## src/rtl/program_loader_if.sv

```systemverilog
// ---------------------------------------------------------------------------
// program_loader_if
// Carries the loader's two data paths as one bundle:
//   - the inbound byte stream (byte_in / byte_valid_in / byte_ready_out)
//   - the outbound instruction-memory write port
//     (imem_addr_out / imem_data_out / imem_wr_out)
// Modports:
//   master : the side that sources bytes and sinks memory writes
//            (boot ROM / host link plus instruction memory).
//   slave  : the loader itself.
// ---------------------------------------------------------------------------
interface program_loader_if #(
   parameter int INSTRUCTION_WIDTH = 16,
   parameter int OPERAND_WIDTH     = 11
);
   logic [7:0]                   byte_in;
   logic                         byte_valid_in;
   logic                         byte_ready_out;
   logic [OPERAND_WIDTH-1:0]     imem_addr_out;
   logic [INSTRUCTION_WIDTH-1:0] imem_data_out;
   logic                         imem_wr_out;

   modport master (
      output byte_in,
      output byte_valid_in,
      input  byte_ready_out,
      input  imem_addr_out,
      input  imem_data_out,
      input  imem_wr_out
   );

   modport slave (
      input  byte_in,
      input  byte_valid_in,
      output byte_ready_out,
      output imem_addr_out,
      output imem_data_out,
      output imem_wr_out
   );
endinterface

```

## src/rtl/program_loader.sv

```systemverilog
// ---------------------------------------------------------------------------
// program_loader
// Boot-time writer for the accumulator CPU's instruction memory.
// Receives a byte stream: a 16-bit big-endian length N, then N 16-bit
// big-endian instruction words. Each word is opcode-checked and written to
// consecutive addresses from 0. The CPU is held in reset until a complete,
// valid program has been loaded.
//
// Ports:
//   clock_in      : clock, all state changes on the rising edge
//   reset_in      : synchronous active-low reset
//   start_in      : begin a load (honoured in IDLE, DONE, ERROR)
//   bus           : byte stream in + instruction-memory write port out
//   cpu_reset_out : active-low CPU reset, high only after a good load
//   busy_out      : load in progress
//   done_out      : last load completed successfully
//   error_out     : last load aborted (bad length or illegal opcode)
// ---------------------------------------------------------------------------
module program_loader #(
   parameter int INSTRUCTION_WIDTH = 16,
   parameter int OPERAND_WIDTH     = 11
) (
   input  logic             clock_in,
   input  logic             reset_in,
   input  logic             start_in,
   program_loader_if.slave  bus,
   output logic             cpu_reset_out,
   output logic             busy_out,
   output logic             done_out,
   output logic             error_out
);

   localparam int         WCNT_WIDTH = OPERAND_WIDTH + 1;
   // Largest legal program: the whole address space.
   localparam logic [15:0] MAX_LEN   = 16'(1 << OPERAND_WIDTH);
   // Highest implemented opcode (JMP); anything above is rejected.
   localparam logic [4:0]  MAX_OPCODE = 5'b01110;

   typedef enum logic [2:0] {
      IDLE,
      LEN_HI,
      LEN_LO,
      WORD_HI,
      WORD_LO,
      WRITE,
      DONE,
      ERROR
   } state_t;

   state_t                       state_q,     state_d;
   logic [7:0]                   len_hi_q,    len_hi_d;
   logic [7:0]                   word_hi_q,   word_hi_d;
   logic [OPERAND_WIDTH-1:0]     addr_cnt_q,  addr_cnt_d;
   logic [WCNT_WIDTH-1:0]        word_cnt_q,  word_cnt_d;

   logic [OPERAND_WIDTH-1:0]     imem_addr_q, imem_addr_d;
   logic [INSTRUCTION_WIDTH-1:0] imem_data_q, imem_data_d;
   logic                         imem_wr_q,   imem_wr_d;
   logic                         byte_ready_q, byte_ready_d;
   logic                         busy_q,      busy_d;
   logic                         done_q,      done_d;
   logic                         error_q,     error_d;
   logic                         cpu_reset_q, cpu_reset_d;

   logic                         accept;
   logic [15:0]                  len_full;

   // The registered ready is the one the source sees, so it is also the
   // one that qualifies a transfer.
   assign accept   = bus.byte_valid_in && byte_ready_q;
   assign len_full = {len_hi_q, bus.byte_in};

   // ------------------------------------------------------------------
   // Next-state and datapath
   // ------------------------------------------------------------------
   always_comb begin
      state_d     = state_q;
      len_hi_d    = len_hi_q;
      word_hi_d   = word_hi_q;
      addr_cnt_d  = addr_cnt_q;
      word_cnt_d  = word_cnt_q;
      imem_addr_d = imem_addr_q;
      imem_data_d = imem_data_q;

      case (state_q)
         IDLE, DONE, ERROR: begin
            if (start_in) begin
               addr_cnt_d = '0;
               state_d    = LEN_HI;
            end
         end

         LEN_HI: begin
            if (accept) begin
               len_hi_d = bus.byte_in;
               state_d  = LEN_LO;
            end
         end

         LEN_LO: begin
            if (accept) begin
               if (len_full == 16'd0) begin
                  state_d = DONE;
               end else if (len_full > MAX_LEN) begin
                  state_d = ERROR;
               end else begin
                  // N <= 2^OPERAND_WIDTH always fits the wider word counter.
                  word_cnt_d = len_full[WCNT_WIDTH-1:0];
                  state_d    = WORD_HI;
               end
            end
         end

         WORD_HI: begin
            if (accept) begin
               word_hi_d = bus.byte_in;
               state_d   = WORD_LO;
            end
         end

         WORD_LO: begin
            if (accept) begin
               // Opcode lives in the top five bits of the high byte, which
               // is already registered, so the check is off the byte path.
               if (word_hi_q[7:3] > MAX_OPCODE) begin
                  state_d = ERROR;
               end else begin
                  // Address and data are captured here so they are stable
                  // registers for the whole WRITE cycle.
                  imem_addr_d = addr_cnt_q;
                  imem_data_d = {word_hi_q, bus.byte_in};
                  state_d     = WRITE;
               end
            end
         end

         WRITE: begin
            addr_cnt_d = addr_cnt_q + OPERAND_WIDTH'(1);
            word_cnt_d = word_cnt_q - WCNT_WIDTH'(1);
            if (word_cnt_q == WCNT_WIDTH'(1)) begin
               state_d = DONE;
            end else begin
               state_d = WORD_HI;
            end
         end

         default: begin
            state_d = IDLE;
         end
      endcase
   end

   // ------------------------------------------------------------------
   // Output decode from the next state, so every output is a register
   // that changes on the same edge as the state it describes.
   // ------------------------------------------------------------------
   always_comb begin
      byte_ready_d = 1'b0;
      busy_d       = 1'b0;
      imem_wr_d    = 1'b0;
      done_d       = 1'b0;
      error_d      = 1'b0;
      cpu_reset_d  = 1'b0;

      case (state_d)
         LEN_HI, LEN_LO, WORD_HI, WORD_LO: begin
            byte_ready_d = 1'b1;
            busy_d       = 1'b1;
         end
         WRITE: begin
            busy_d    = 1'b1;
            imem_wr_d = 1'b1;
         end
         DONE: begin
            done_d      = 1'b1;
            cpu_reset_d = 1'b1;
         end
         ERROR: begin
            error_d = 1'b1;
         end
         default: begin
            byte_ready_d = 1'b0;
         end
      endcase
   end

   // ------------------------------------------------------------------
   // State register
   // ------------------------------------------------------------------
   always_ff @(posedge clock_in) begin
      if (!reset_in) begin
         state_q      <= IDLE;
         len_hi_q     <= '0;
         word_hi_q    <= '0;
         addr_cnt_q   <= '0;
         word_cnt_q   <= '0;
         imem_addr_q  <= '0;
         imem_data_q  <= '0;
         imem_wr_q    <= 1'b0;
         byte_ready_q <= 1'b0;
         busy_q       <= 1'b0;
         done_q       <= 1'b0;
         error_q      <= 1'b0;
         cpu_reset_q  <= 1'b0;
      end else begin
         state_q      <= state_d;
         len_hi_q     <= len_hi_d;
         word_hi_q    <= word_hi_d;
         addr_cnt_q   <= addr_cnt_d;
         word_cnt_q   <= word_cnt_d;
         imem_addr_q  <= imem_addr_d;
         imem_data_q  <= imem_data_d;
         imem_wr_q    <= imem_wr_d;
         byte_ready_q <= byte_ready_d;
         busy_q       <= busy_d;
         done_q       <= done_d;
         error_q      <= error_d;
         cpu_reset_q  <= cpu_reset_d;
      end
   end

   assign bus.byte_ready_out = byte_ready_q;
   assign bus.imem_addr_out  = imem_addr_q;
   assign bus.imem_data_out  = imem_data_q;
   assign bus.imem_wr_out    = imem_wr_q;
   assign busy_out           = busy_q;
   assign done_out           = done_q;
   assign error_out          = error_q;
   assign cpu_reset_out      = cpu_reset_q;

endmodule

```

## src/flat_wrapper.sv

```systemverilog
// flat-port wrapper written by rule: the top's interface ports become plain ports
module program_loader_flat 
#(
   parameter int INSTRUCTION_WIDTH = 16,
   parameter int OPERAND_WIDTH     = 11
)
  (clock_in, reset_in, start_in, cpu_reset_out, busy_out, done_out, error_out, bus_byte_in, bus_byte_valid_in, bus_byte_ready_out, bus_imem_addr_out, bus_imem_data_out, bus_imem_wr_out);
  program_loader_if #(.INSTRUCTION_WIDTH(INSTRUCTION_WIDTH), .OPERAND_WIDTH(OPERAND_WIDTH)) bus_i ();
  input  logic clock_in;
  input  logic reset_in;
  input  logic start_in;
  output logic cpu_reset_out;
  output logic busy_out;
  output logic done_out;
  output logic error_out;
  input wire logic [$bits(bus_i.byte_in)-1:0] bus_byte_in;
  input wire logic [$bits(bus_i.byte_valid_in)-1:0] bus_byte_valid_in;
  output wire logic [$bits(bus_i.byte_ready_out)-1:0] bus_byte_ready_out;
  output wire logic [$bits(bus_i.imem_addr_out)-1:0] bus_imem_addr_out;
  output wire logic [$bits(bus_i.imem_data_out)-1:0] bus_imem_data_out;
  output wire logic [$bits(bus_i.imem_wr_out)-1:0] bus_imem_wr_out;
  assign bus_i.byte_in = bus_byte_in;
  assign bus_i.byte_valid_in = bus_byte_valid_in;
  assign bus_byte_ready_out = bus_i.byte_ready_out;
  assign bus_imem_addr_out = bus_i.imem_addr_out;
  assign bus_imem_data_out = bus_i.imem_data_out;
  assign bus_imem_wr_out = bus_i.imem_wr_out;
  program_loader #(.INSTRUCTION_WIDTH(INSTRUCTION_WIDTH), .OPERAND_WIDTH(OPERAND_WIDTH)) u_core (.clock_in(clock_in), .reset_in(reset_in), .start_in(start_in), .bus(bus_i), .cpu_reset_out(cpu_reset_out), .busy_out(busy_out), .done_out(done_out), .error_out(error_out));
endmodule
```

## config.mk

```make
export PLATFORM = sky130hd
export DESIGN_NAME = program_loader_flat
export DESIGN_NICKNAME = d
export VERILOG_FILES = /design/src/rtl/program_loader_if.sv /design/src/rtl/program_loader.sv /design/src/flat_wrapper.sv
export SDC_FILE = /design/constraint.sdc
export NUM_CORES = 1
export LEC_CHECK = 0
export BUFFER_PORTS_ARGS = -buffer_cell sky130_fd_sc_hd__buf_2
export CORE_MARGIN = 4
export CORE_UTILIZATION = 50
export CTS_CLUSTER_SIZE = 25
export DETAILED_ROUTE_END_ITERATION = 8
export GPL_ROUTABILITY_DRIVEN = 0
export PLACE_DENSITY = 0.68
export SLEW_MARGIN = 20
export SYNTH_ARGS = -nofsm -noshare
export SYNTH_HDL_FRONTEND = slang
export SYNTH_SLANG_ARGS = --single-unit
```

## constraint.sdc

```tcl
create_clock -name clock_in -period 3 [get_ports clock_in]
set_input_delay 0.3 -clock clock_in [delete_from_list [all_inputs] [get_ports clock_in]]
set_output_delay 0.3 -clock clock_in [all_outputs]
set_load 0.02 [all_outputs]
```

# After elaboration in Yosys (flattened, before gate mapping)
# Cells that the tools add are included.
[word_totals]
ff_bits = 74
latch_bits = 0
ramBits = 0
romBits = 0
in_bits = 12
output_inout_bits = 33
wordCells = 70
n_memories = 0
[op_classes]
n_addsub = 2
multipliers = 0
div_mod_pow = 0
n_lt_le_gt_ge = 2
eq_ne = 19
shift = 0
n_mux = 21
bitwise = 1
reduce_logical = 13
[ops]
columns = ["cell", "count"]
rows = [
  ["$mux W12", 3],
  ["$eq A3 B3 Y1 const B", 8],
  ["$mux W3", 8],
  ["$pmux W12 S2", 1],
  ["$pmux W11 S2", 1],
  ["$pmux W3 S6", 1],
  ["$gt A16 B12 Y1 const B", 1],
  ["$logic_not A16 Y1", 1],
  ["$eq A12 B1 Y1 const B", 1],
  ["$eq A3 B2 Y1 const B", 4],
  ["$sub A12 B1 Y12 const B", 1],
  ["$add A11 B1 Y11 const B", 1],
  ["$mux W11", 1],
  ["$eq A3 B1 Y1 const B", 2],
  ["$ne A2 B2 Y1 const B", 3],
  ["$reduce_and A2 Y1", 3],
  ["$gt A5 B4 Y1 const B", 1],
  ["$mux W1", 5],
  ["$reduce_or A5 Y1", 1],
  ["$reduce_and A4 Y1", 1],
  ["$reduce_bool A2 Y1", 2],
  ["$reduce_or A4 Y1", 1],
  ["$logic_not A3 Y1", 1],
  ["$reduce_and A3 Y1", 1],
  ["5 further kinds", 5],
]

# Longest topological paths before layout
[depth]
depth_word = 8
depth_mapped = 8
depth_no_buf = 8

# Least setup slack after synthesis
# No wires, ideal clock.
[synth_path]
path_kind = "reg-to-reg"
from = "register u_core.word_cnt_q[1]"
to = "register u_core.byte_ready_q (netlist: u_core.bus.byte_ready_out)"
setup_ns = 0.115
arrival_time_ns = 1.841
required_ns = 2.885
setup_slack_ns = 1.045
stages_incl_launch_ff = 9
n_path_buf = 0
synth_period_minus_slack_ns = 1.955
cell_sequence = "dfxtp_1 inv_1 ha_1 or4bb_1 or4_1 nand3b_1 a21oi_2 o211a_1 o21a_1"
[synth_via]
elab_chain_cells = 6
elab_cells_between_ends = 9
classes_between = "5 x eq/ne; 3 x mux; 1 x reduce/logical"
[synth_lines]
columns = ["item", "line_no", "rtl"]
rows = [
  ["start, declared", "program_loader.sv:54", "logic [WCNT_WIDTH-1:0] word_cnt_q, word_cnt_d;"],
  ["start signal, assigned", "program_loader.sv:210", "word_cnt_q <= word_cnt_d;"],
  ["$eq A12 B1 Y1 (*)", "program_loader.sv:140", "if (word_cnt_q == WCNT_WIDTH'(1)) begin"],
  ["$mux W3 (*)", "program_loader.sv:140", ""],
  ["$pmux W3 S6 (*)", "program_loader.sv:85", "case (state_q)"],
  ["$eq A3 B1 Y1, or another cell as far along", "program_loader.sv:165", "case (state_d)"],
  ["$reduce_or A4 Y1 (*)", "--", ""],
  ["$mux W1 (*)", "program_loader.sv:165", ""],
  ["end signal, assigned", "program_loader.sv:214", "byte_ready_q <= byte_ready_d;"],
  ["end, declared", "program_loader.sv:59", "logic byte_ready_q, byte_ready_d;"],
]
# Mark *: on every way between the ends. The rest lies on a longest branch, timed or not.
# A chain may end at the register's enable or synchronous reset.

# Final worst setup path
[layout_path]
from = "register u_core.len_hi_q[2]"
to = "register u_core.word_cnt_q[8]"
[layout_via]
elab_chain_cells = 3
elab_cells_between_ends = 5
classes_between = "1 x order compare; 2 x eq/ne; 2 x reduce/logical"
[layout_lines]
columns = ["item", "line_no", "rtl"]
rows = [
  ["start, declared", "program_loader.sv:51", "logic [7:0] len_hi_q, len_hi_d;"],
  ["start signal, assigned", "program_loader.sv:207", "len_hi_q <= len_hi_d;"],
  ["$gt A16 B12 Y1 / $logic_not A16 Y1 (equally long branches)", "program_loader.sv:104, program_loader.sv:102", ""],
  ["$ne A2 B2 Y1 (no line)", "--", ""],
  ["$reduce_and A4 Y1 (no line) (*)", "--", ""],
]
# Marked as above.

==> flow_summary.json <==
{
  "outcome": "complete, no violations",
  "grt_pass1_vias": 2573,
  "io_buffers": 44,
  "drt_iter0_markers": 103,
  "diodes": 0,
  "postCtsHoldBufs": 0,
  "htreeDepth": 3,
  "grt_remaining_overflow": 0,
  "cts_root_buffer": "clkbuf_8",
  "crit_type": "reg -> reg",
  "tightest_slew_ns": 0.899,
  "viasPerCell": 5.68,
  "grt_use_met1_pct": 27.3,
  "die_h_um": 87.3,
  "num-nets-final": 435,
  "fin_tns_setup_ns": 0,
  "postSynthAreaPerCell_um2": 8.26,
  "use_met3_pct": 5.20,
  "grt_max_degree": 37,
  "cts_buffers": 9,
  "finalSetupViolCount": 0,
  "hold_viol": 0,
  "worst-path-max-fanout": 11,
  "startpoint": "u_core.len_hi_q[2]",
  "skew_ns": 0.0139,
  "drv_slew": 0,
  "via_count": 2838,
  "critPathCaptureType": "flip-flop",
  "layout_commonest_cell": "dfxtp_1",
  "die_area_um2": 7630,
  "final_cell_mix": "74 x dfxtp_1, 70 x nand2_1, 51 x a21oi_1",
  "fin_crit_sh_pct": 72.5,
  "hpwlAfterDp_um": 5030,
  "cts_buffer_depth": 2,
  "firstDrtPassIters": 4,
  "final_antenna_net_count": 0,
  "syn_area_um2": 3150,
  "start_util_pct": 52.2,
  "cts_tree": "built",
  "num_rows": 28,
  "finalWirelength_um": 7320,
  "synth_cell_types": 50,
  "io_pins": 45,
  "timing.fmax_ghz": 0.459,
  "critPathLaunchType": "flip-flop",
  "ys_ff_latch": 74,
  "coreArea_um2": 6030,
  "ys_seq_area_share_pct": 47.1,
  "p_per_area_nw_per_um2": 492,
  "die_x_um": 87.3,
  "drc": 0,
  "placedCellCount": 484,
  "fin_crit_ns": 2.18,
  "cts_sinks": 74,
  "cts_resized": 0,
  "maxCapViolations": 0,
  "worst-endpoint-arrival_ns": 2.45,
  "synth_cells": 381,
  "r2r-start": "u_core.len_hi_q[2]",
  "rsz0062_at_grt": "no",
  "leakage_nw": 1.43,
  "final_cells": 500,
  "yosysWarnings": 0,
  "ir_drop_mv": 0.350,
  "cts_setup_buffers": 0,
  "track_usage_pct": 20.3,
  "cp.required_ns": 3.27,
  "routedWlPerCell_um": 14.6,
  "clk_pin_slew_ns": 0.08,
  "syn_to_final_growth_pct": 14.0,
  "synth_nets": 396,
  "busiest_layer": "met2",
  "grt_use_met2_pct": 31.6,
  "hold_path.class": "in -> reg",
  "min_from": "bus_byte_in[6]",
  "grt_pass1_wl_um": 12300,
  "antenna_found_initial": 0,
  "drive_gt1_share_pct": 16.9,
  "max_slew_margin_pct": 39.7,
  "clk_latency_ns": 0.35
}
==> logic make-up (layout without fill, tap and decap cells) <==
group | after synthesis | count (layout) | synth area share, %
buffers and inverters | 25 | 69 | 3.22
xor gates and xnor gates | 1 | 1 | 0.278
muxes | 18 | 18 | 5.81
AOI/OAI and AO/OA | 93 | 93 | 17.2
and+or+nand+nor | 167 | 167 | 25.2
DFF | 74 | 74 | 47.1
adders and majority gates | 3 | 3 | 1.19
==> worst max-delay path, cell delays in order, from the launching register on <==
cell      delay [ns]
dfxtp_1         0.36
nor4_1          0.34
a31oi_1         0.20
o211ai_1        0.75
o311ai_0        0.28
a21oi_1         0.18
==> synthesized netlist by cell type, drive strengths merged <==
cell     number  share of area, %
o211a         2              0.64
or4bb         1              0.36
and3          6               1.2
o21bai        1              0.24
nor4          5              0.99
a31oi         6               1.2
xor2          1              0.28
nand3        13               2.1
nand3b        2              0.48
o41ai         1              0.28
buf           5              0.83
o311ai        1              0.28
dfxtp        74                47
nand4         4              0.80
o21ai        14               2.2
o211ai        6               1.4
o221ai        1              0.28
and2          6               1.2
a41oi         1              0.28
clkbuf       17               2.0
o21a          4              0.95
nand2b        1              0.20
a211oi        1              0.24
nor2b         2              0.40
or4           4               1.1
or3           1              0.20
o2111ai       1              0.28
mux2i        16               5.1
nor3b         1              0.24
inv           3              0.36
nor3          9               1.6
and4          1              0.28
nand2        70               8.3
nor4b         1              0.48
nor2         36               4.3
nand4b        1              0.28
a22oi         1              0.24
and3b         2              0.56
ha            3               1.2
mux2          2              0.72
a221oi        1              0.28
or2           1              0.20
a21oi        52               8.4
==> power by group <==
group          total, mW  internal [mW]  leakage (nW)  switching [mW]
combinational     0.0787         0.0259         0.750          0.0528
clock              0.688          0.302        0.0827           0.387
sequential         0.996          0.988         0.597         0.00794
==> metrics by stage <==
stage               setup WS (ns)  utilization (%)  hold slack, ns  total power, mW  area, µm²
finish                      0.824             59.5           0.235             1.76       3590
global route                0.506             59.5           0.229             1.82       3590
CTS                         0.856             59.5           0.220             1.78       3590
detailed placement          0.695             56.7           0.443             1.10       3420
global placement            0.771             56.7           0.439             1.10       3420
floorplan                    1.04                -           0.432             1.07       3150
==> final timing paths <==
kind | cells past startpoint | slack (ns) | endpoint
worst max-delay path | 5 | 0.82 | u_core.word_cnt_q[8]
worst min-delay path | 3 | 0.23 | u_core.bus.imem_data_out[6]
worst max register to register | 5 | 0.82 | u_core.word_cnt_q[8]
worst min register to register | 2 | 0.45 | u_core.bus.imem_data_out[0]
==> per-layer routing <==
metal / share of wire (%) / wire length, µm
met5: 0 / 0
met1: 48 / 3480
met3: 5.0 / 368
met4: 1.7 / 128
met2: 46 / 3340
==> cell type report <==
class                   instances  area (µm²)
inverters                       3        11.3
clock inverters                 6        42.5
multi-input cells             282        1560
well taps                      75        93.8
fillers                       567        2440
flip-flops and latches         74        1480
clock buffers                  10         128
repair buffers                 50         265
==> state kept, by name, indices dropped and copies added, names as in the netlist <==
signal,flops
u_core.addr_cnt_q,11
u_core.bus.imem_data_out,16
u_core.done_out,1
u_core.busy_out,1
u_core.bus.imem_addr_out,11
u_core.error_out,1
u_core.word_hi_q,8
u_core.bus.imem_wr_out,1
u_core.bus.byte_ready_out,1
u_core.word_cnt_q,12
u_core.state_q,3
u_core.len_hi_q,8
(Power assumes the default switching activity.)
